===== src/rtl/player_key_decoder.sv =====
// player_key_decoder
// Resolves the four keycode slots of a USB keyboard report into per-player
// direction codes, jump-held levels and frame-aligned one-shot jump requests
// for the FireBoy and IceGirl controllers. The two players share only the
// key sampling and frame-tick logic; their decode state is fully independent.
module player_key_decoder #(
    parameter logic [7:0] FB_LEFT  = 8'h04,
    parameter logic [7:0] FB_RIGHT = 8'h07,
    parameter logic [7:0] FB_JUMP  = 8'h1A,
    parameter logic [7:0] IG_LEFT  = 8'h50,
    parameter logic [7:0] IG_RIGHT = 8'h4F,
    parameter logic [7:0] IG_JUMP  = 8'h52
) (
    input  logic       Clk,
    input  logic       Reset,
    input  logic       frame_clk,
    input  logic       freeze,
    input  logic [7:0] keycode_0,
    input  logic [7:0] keycode_1,
    input  logic [7:0] keycode_2,
    input  logic [7:0] keycode_3,
    output logic [7:0] fb_keycode,
    output logic [7:0] ig_keycode,
    output logic       fb_jump_held,
    output logic       ig_jump_held,
    output logic       fb_jump_req,
    output logic       ig_jump_req,
    output logic       frame_tick
);

    typedef enum logic [1:0] {
        DIR_NONE  = 2'd0,
        DIR_LEFT  = 2'd1,
        DIR_RIGHT = 2'd2
    } dir_t;

    // Bit positions inside the key history vectors
    localparam int K_FB_L = 0;
    localparam int K_FB_R = 1;
    localparam int K_FB_J = 2;
    localparam int K_IG_L = 3;
    localparam int K_IG_R = 4;
    localparam int K_IG_J = 5;

    // True when any report slot carries the given code; the empty code never matches
    function automatic logic slot_hit(
        input logic [7:0] code,
        input logic [7:0] s0,
        input logic [7:0] s1,
        input logic [7:0] s2,
        input logic [7:0] s3
    );
        return (code != 8'h00) &&
               ((s0 == code) || (s1 == code) || (s2 == code) || (s3 == code));
    endfunction

    // Most-recently-pressed direction arbitration; a same-cycle tie goes to LEFT
    function automatic dir_t dir_next(
        input dir_t cur,
        input logic rise_l,
        input logic rise_r,
        input logic now_l,
        input logic now_r
    );
        dir_t nxt;
        nxt = cur;
        if (rise_l) begin
            nxt = DIR_LEFT;
        end else if (rise_r) begin
            nxt = DIR_RIGHT;
        end else begin
            case (cur)
                DIR_LEFT:  nxt = now_l ? DIR_LEFT  : (now_r ? DIR_RIGHT : DIR_NONE);
                DIR_RIGHT: nxt = now_r ? DIR_RIGHT : (now_l ? DIR_LEFT  : DIR_NONE);
                default:   nxt = DIR_NONE;
            endcase
        end
        return nxt;
    endfunction

    // Maps a direction state onto the controller's keycode space
    function automatic logic [7:0] dir_code(
        input dir_t       d,
        input logic [7:0] left_code,
        input logic [7:0] right_code
    );
        logic [7:0] code;
        case (d)
            DIR_LEFT:  code = left_code;
            DIR_RIGHT: code = right_code;
            default:   code = 8'h00;
        endcase
        return code;
    endfunction

    logic [5:0] key_hit_s;
    logic [5:0] key_now_r;
    logic [5:0] key_prev_r;
    logic [5:0] rise_s;

    logic       frame_sync_r;
    logic       frame_d_r;
    logic       frame_tick_r;
    logic       frame_tick_next_s;

    dir_t       fb_dir_r;
    dir_t       ig_dir_r;
    dir_t       fb_dir_next_s;
    dir_t       ig_dir_next_s;
    logic       fb_pend_r;
    logic       ig_pend_r;
    logic       fb_req_next_s;
    logic       ig_req_next_s;

    logic [7:0] fb_keycode_r;
    logic [7:0] ig_keycode_r;
    logic       fb_jump_held_r;
    logic       ig_jump_held_r;
    logic       fb_jump_req_r;
    logic       ig_jump_req_r;

    // Combinational slot match for each of the six codes
    always_comb begin
        key_hit_s         = 6'b000000;
        key_hit_s[K_FB_L] = slot_hit(FB_LEFT,  keycode_0, keycode_1, keycode_2, keycode_3);
        key_hit_s[K_FB_R] = slot_hit(FB_RIGHT, keycode_0, keycode_1, keycode_2, keycode_3);
        key_hit_s[K_FB_J] = slot_hit(FB_JUMP,  keycode_0, keycode_1, keycode_2, keycode_3);
        key_hit_s[K_IG_L] = slot_hit(IG_LEFT,  keycode_0, keycode_1, keycode_2, keycode_3);
        key_hit_s[K_IG_R] = slot_hit(IG_RIGHT, keycode_0, keycode_1, keycode_2, keycode_3);
        key_hit_s[K_IG_J] = slot_hit(IG_JUMP,  keycode_0, keycode_1, keycode_2, keycode_3);
    end

    assign rise_s            = key_now_r & ~key_prev_r;
    assign frame_tick_next_s = frame_sync_r & ~frame_d_r;

    assign fb_dir_next_s = dir_next(fb_dir_r, rise_s[K_FB_L], rise_s[K_FB_R],
                                    key_now_r[K_FB_L], key_now_r[K_FB_R]);
    assign ig_dir_next_s = dir_next(ig_dir_r, rise_s[K_IG_L], rise_s[K_IG_R],
                                    key_now_r[K_IG_L], key_now_r[K_IG_R]);

    // A jump fires on the tick if a press is pending or arrives right now
    assign fb_req_next_s = frame_tick_next_s & (fb_pend_r | rise_s[K_FB_J]);
    assign ig_req_next_s = frame_tick_next_s & (ig_pend_r | rise_s[K_IG_J]);

    // Key history and frame-edge detection; keeps running through freeze
    always_ff @(posedge Clk) begin
        if (Reset) begin
            key_now_r    <= 6'b000000;
            key_prev_r   <= 6'b000000;
            frame_sync_r <= 1'b0;
            frame_d_r    <= 1'b0;
            frame_tick_r <= 1'b0;
        end else begin
            key_now_r    <= key_hit_s;
            key_prev_r   <= key_now_r;
            // frame_clk comes from another clock domain, so it is captured
            // once before the edge detector looks at it
            frame_sync_r <= frame_clk;
            frame_d_r    <= frame_sync_r;
            frame_tick_r <= frame_tick_next_s;
        end
    end

    // FireBoy direction state, pending jump and registered outputs
    always_ff @(posedge Clk) begin
        if (Reset || freeze) begin
            fb_dir_r       <= DIR_NONE;
            fb_pend_r      <= 1'b0;
            fb_keycode_r   <= 8'h00;
            fb_jump_held_r <= 1'b0;
            fb_jump_req_r  <= 1'b0;
        end else begin
            fb_dir_r       <= fb_dir_next_s;
            fb_keycode_r   <= dir_code(fb_dir_next_s, FB_LEFT, FB_RIGHT);
            fb_jump_held_r <= key_now_r[K_FB_J];
            fb_jump_req_r  <= fb_req_next_s;
            if (fb_req_next_s) begin
                fb_pend_r <= 1'b0;
            end else if (rise_s[K_FB_J]) begin
                fb_pend_r <= 1'b1;
            end else begin
                fb_pend_r <= fb_pend_r;
            end
        end
    end

    // IceGirl direction state, pending jump and registered outputs
    always_ff @(posedge Clk) begin
        if (Reset || freeze) begin
            ig_dir_r       <= DIR_NONE;
            ig_pend_r      <= 1'b0;
            ig_keycode_r   <= 8'h00;
            ig_jump_held_r <= 1'b0;
            ig_jump_req_r  <= 1'b0;
        end else begin
            ig_dir_r       <= ig_dir_next_s;
            ig_keycode_r   <= dir_code(ig_dir_next_s, IG_LEFT, IG_RIGHT);
            ig_jump_held_r <= key_now_r[K_IG_J];
            ig_jump_req_r  <= ig_req_next_s;
            if (ig_req_next_s) begin
                ig_pend_r <= 1'b0;
            end else if (rise_s[K_IG_J]) begin
                ig_pend_r <= 1'b1;
            end else begin
                ig_pend_r <= ig_pend_r;
            end
        end
    end

    assign fb_keycode   = fb_keycode_r;
    assign ig_keycode   = ig_keycode_r;
    assign fb_jump_held = fb_jump_held_r;
    assign ig_jump_held = ig_jump_held_r;
    assign fb_jump_req  = fb_jump_req_r;
    assign ig_jump_req  = ig_jump_req_r;
    assign frame_tick   = frame_tick_r;

endmodule

===== config.mk =====
export PLATFORM = sky130hd
export DESIGN_NAME = player_key_decoder
export DESIGN_NICKNAME = d
export VERILOG_FILES = /design/src/rtl/player_key_decoder.sv
export SDC_FILE = /design/constraint.sdc
export NUM_CORES = 1
export LEC_CHECK = 0
export CORE_UTILIZATION = 43
export DETAILED_ROUTE_END_ITERATION = 10
export GPL_TIMING_DRIVEN = 0
export MAX_ROUTING_LAYER = met4
export PLACE_DENSITY_LB_ADDON = 0.2
export SLEW_MARGIN = 20
export SYNTH_ARGS = -nofsm -noshare
export SYNTH_HDL_FRONTEND = slang
export SYNTH_SLANG_ARGS = --single-unit
export TNS_END_PERCENT = 1

===== constraint.sdc =====
create_clock -name Clk -period 1.7 [get_ports Clk]
set_clock_uncertainty 0.1 [all_clocks]
set_input_delay 0.425 -clock Clk [delete_from_list [all_inputs] [get_ports Clk]]
set_output_delay 0.425 -clock Clk [all_outputs]
set_load 0.01 [all_outputs]

### Yosys cells after proc, flatten, opt, wreduce, memory -nomap -nowiden

Index checks and enable logic that the tools add are counted.

| operators by class | value |
|---|---|
| equal/unequal tests | 32 |
| multiplexer cells | 16 |
| bitwise operators | 8 |
| reduce and logical (&&, ||, !) cells | 21 |

Operators with widths:

| cell | number |
|---|---|
| equality test 8 x 7 -> 1 bit, second input constant | 12 |
| equality test 8 x 3 -> 1 bit, second input constant | 8 |
| equality test 8 x 5 -> 1 bit, second input constant | 4 |
| two-way mux 2 bit | 10 |
| logical OR 1 bit | 19 |
| one-hot mux 7 bit (2 select lines) | 1 |
| equality test 2 x 1 -> 1 bit, second input constant | 4 |
| equality test 2 bit, second input constant | 4 |
| one-hot mux 2 bit (2 select lines) | 2 |
| AND 6 bit | 1 |
| inverter 6 bit | 1 |
| one-hot mux 3 bit (2 select lines) | 1 |
| OR reduction 2 bit | 2 |
| AND 1 bit | 3 |
| two-way mux 1 bit | 2 |
| OR 1 bit | 2 |
| inverter 1 bit | 1 |

| word-level totals | value |
|---|---|
| flip-flop bits (word level) | 41 |
| input port bits | 36 |
| word-level logic and storage cells | 92 |

### Depth between registers and ports, before layout

| depth | value |
|---|---|
| word-level depth | 7 |
| depth in mapped cells | 7 |

### Worst setup path after synthesis

Ideal clock, no wire load.

| timing | value |
|---|---|
| kind | input to register |
| start point | input port keycode_0[3] |
| end point | register key_now_r[1] |
| setup time | 0.079 ns |
| arrival time | 1.350 ns |
| data required time | 1.521 ns |
| setup slack | 0.171 ns |
| cell stages on the path | 4 |
| buffers on the path | 0 |
| path through | or4_4 nor4b_4 nand3_1 o211ai_1 |

| between the ends | value |
|---|---|
| cells in the longest elaborated chain, start to end | 4 |

Ends and longest elaborated chain:

| element | line | source |
|---|---|---|
| start, declared | 18 | `input logic [7:0] keycode_0,` |
| equality test 8 x 3 -> 1 bit | 54 | `((s0 == code) \|\| (s1 == code) \|\| (s2 == code) \|\| (s3 == code));` |
| logical OR 1 bit (3 in a row) | 54 |  |
| end signal, assigned | 154 | `key_now_r <= key_hit_s;` |
| end, declared | 97 | `logic [5:0] key_now_r;` |

Every way passes these cells.
A chain may end at the register's enable or synchronous reset.

==> impl_results.md <==
* Status: complete, no violations
* Average wire per standard cell at 12.4 µm
* Setup-failing EPs final at 0
* Crit-path max FO at 3
* Synth Register Bits at 30
* Post-CTS setup buffers at 0
* Final WS setup at 0.0553 ns
* GRT overflow at 0
* Max-cap viol count at 0
* Die width at 60.6 µm
* Die area at between 3000 and 4000 µm²
* Clock tree sinks at 30
* Share of post-route cells with drive strength above 1 at 0.127
* WHS Path Cells at 2
* TritonRoute pass-1 iters at 4
* Power share of the combinational group at 0.142
* H-tree lvl count at 2
* Maximum VDD drop at ~240 µV
* Num CTS Buffers at 5
* Final wirelength at 3370 µm
* Power Density at 628 nW/µm²
* Rows at 20
* Fillers at slightly above 300
* Async S/R FF share, synth at 0
* Syn-to-layout area delta at 42.8%
* Vias in the first global route at ~1400
* Lkg Pwr at 0.908 nW
* Initial Util at 0.469
* Mapped Area at 1480 µm²
* First-pass GRT wire length at 5400 µm
* DRC at 0
* Clock root buffer: clkbuf_4
* Final Critical Period at around 1.6 ns
* Synth area leader: dfxtp_1
* Later-pin clock latency in the skew report at 0.32 ns
* CTS Buffer Depth at 2
* CP Capture Type: flip-flop
* DRT iter0 DRCs at 52
* Synth Instances at 166
* Fmax at 608 MHz
* Worst setup path class: input pin to flip-flop
* EDFF count, synth at 0
* Core area at 3150 µm²
* Final Max Tran Viols at 0
* Clock power share at 0.322
* Total power at ~0.0013 W
* Vias at 1388
* Switching part of the total at 0.234
* Setup WS pre-CTS at -0.488 ns
* P_sw at 0.000310 W
* Netlist cell types at 39
* Die Y-Extent at 60.6 µm
* Ys Warns at 0
* Unrepaired setup endpoints after global routing: yes
* Largest net degree at the start of global routing at 11
* Mean Syn Cell Area at 8.90 µm²
* Post-synth top flop: dfxtp_1
* Detailed placement HPWL at 2830 µm
* Startpoint types: input pin
* Via-per-instance ratio at around 5.1
* CP Data Required Time at 1.85 ns
* Initial antenna violation count at 0
* Placement Cell Area at between 2000 and 2500 µm²
* Finished Cell Area at around 2100 µm²
* HP Class: flip-flop to flip-flop
* Finished Core Util at 0.669
* Depth of the most critical reg-to-reg path at 6
* Critical Path AT at 1.79 ns
* Ant diodes at 0
* Nets at 270
* Io pins at 57
* Post-synth top area share at 0.406
* Total GRT Usage at 0.209
* Seq pwr share at 0.536
* Input/output buffers at 49
* RD Place Congestion at 0.798
* Int Power at roughly 0.0010 W
* Final worst-path cycle share at 0.967
* Fin. Hold Viols at 0
* Sequential fraction of the synthesis area at 0.406
* Synth area leaders: dfxtp_1 41%, buf_4 5.6%, ha_1 5.1%
* Clock-pin slew on the worst setup and hold paths at 0.08 ns
* Antenna viol nets, final at 0
* TritonCTS clock tree: done
state kept, by name (all words and copies together) (netlist names), 2 cells and up:
register	flops
ig_keycode	3
ig_dir_r	2
fb_dir_r	2
key_prev_r	6
fb_keycode	2
key_now_r	6
per-layer routing:
metal / track usage / share of wire / wire length, µm / vias to the layer above
met2: 0.375 / 0.51 / 1720 / 59
met5: - / 0 / 0 / -
met4: 0.110 / 0.028 / 94 / 0
li1: - / - / - / 699
met3: 0.0554 / 0.061 / 205 / 10
met1: 0.204 / 0.40 / 1360 / 620
critical path: stages:
cell and delay [ns]:
clkdlybuf4s50_1 0.43, or4_4 0.45, nor4b_4 0.28, nand3_1 0.11
o211ai_1 0.09
kinds of logic (layout without fill, tap and decap cells):
family | Yosys count | count (layout) | share of synthesized area
and+or+nand+nor | 86 | 86 | 0.354
DFF | 30 | 30 | 0.406
buffers and inverters | 22 | 79 | 0.0838
AOI/OAI and AO/OA | 21 | 21 | 0.102
adders and majority gates | 6 | 6 | 0.0508
other | 1 | 7 | 0.00254
cells in the mapped netlist, drive strengths merged, types with 3 or more instances:
cell / number
o21bai: 3
and2: 6
nand2: 7
dfxtp: 30
ha: 6
nand3: 3
buf: 12
nor2b: 10
nor2: 20
nand4: 4
nor3: 5
nand4b: 8
inv: 8
a21oi: 3
nand2b: 5
nor4: 4
nor4b: 4
cell usage in the layout (no fill, tap or decap), types with 6 or more instances in the layout:
| cell | n |
|---|---|
| conb_1 | 7 |
| nand4b_1 | 8 |
| dlygate4sd2_1 | 10 |
| clkdlybuf4s50_1 | 31 |
| nand2_1 | 7 |
| buf_4 | 14 |
| ha_1 | 6 |
| inv_1 | 8 |
| and2_1 | 6 |
| dfxtp_1 | 28 |
| nor2_1 | 19 |
| nor2b_1 | 10 |
final timing paths:
path                from            end  slack, ns
max                Reset   key_now_r[1]       0.06
min            ig_pend_r      ig_pend_r       0.37
max reg2reg  ig_dir_r[0]  ig_keycode[6]       0.07
min reg2reg    ig_pend_r      ig_pend_r       0.37
power groups by stage:
stage	sequential (W)	combinational, W	clock (W)
floorplan	0.000727	0.0000674	0
global placement	0.000726	0.000184	0
detailed placement	0.000726	0.000188	0
CTS	0.000710	0.000187	0.000441
global route	0.000711	0.000203	0.000469
finish	0.000710	0.000188	0.000427
metrics by stage:
stage | std cells | setup TNS (ns) | hold WS (ns)
floorplan | 172 | 0 | 0.324
global placement | 265 | -6.42 | 0.344
detailed placement | 265 | -6.77 | 0.359
CTS | 273 | -0.0205 | 0.377
global route | 273 | -0.0985 | 0.391
finish | 273 | 0 | 0.371
repair_timing:
item / 4_1_cts / 5_1_grt
pin swaps: 1 / 2
hold buffers: 0 / 0
setup endpoints to repair: 22 / 10
gates resized for setup: 16 / 7
cell type report:
| type | count | area (µm²) | share of cell area |
|---|---|---|---|
| multi-input cells | 120 | 785 | 0.372 |
| flip-flops and latches | 30 | 603 | 0.286 |
| repair buffers | 49 | 483 | 0.229 |
| plain buffers | 14 | 95.1 | 0.0451 |
| clock buffers | 7 | 55.1 | 0.0261 |
| well taps | 44 | 55.1 | 0.0261 |
| inverters | 8 | 30.0 | 0.0142 |
| clock inverters | 1 | 5.00 | 0.00237 |
(Power assumes the default switching activity.)
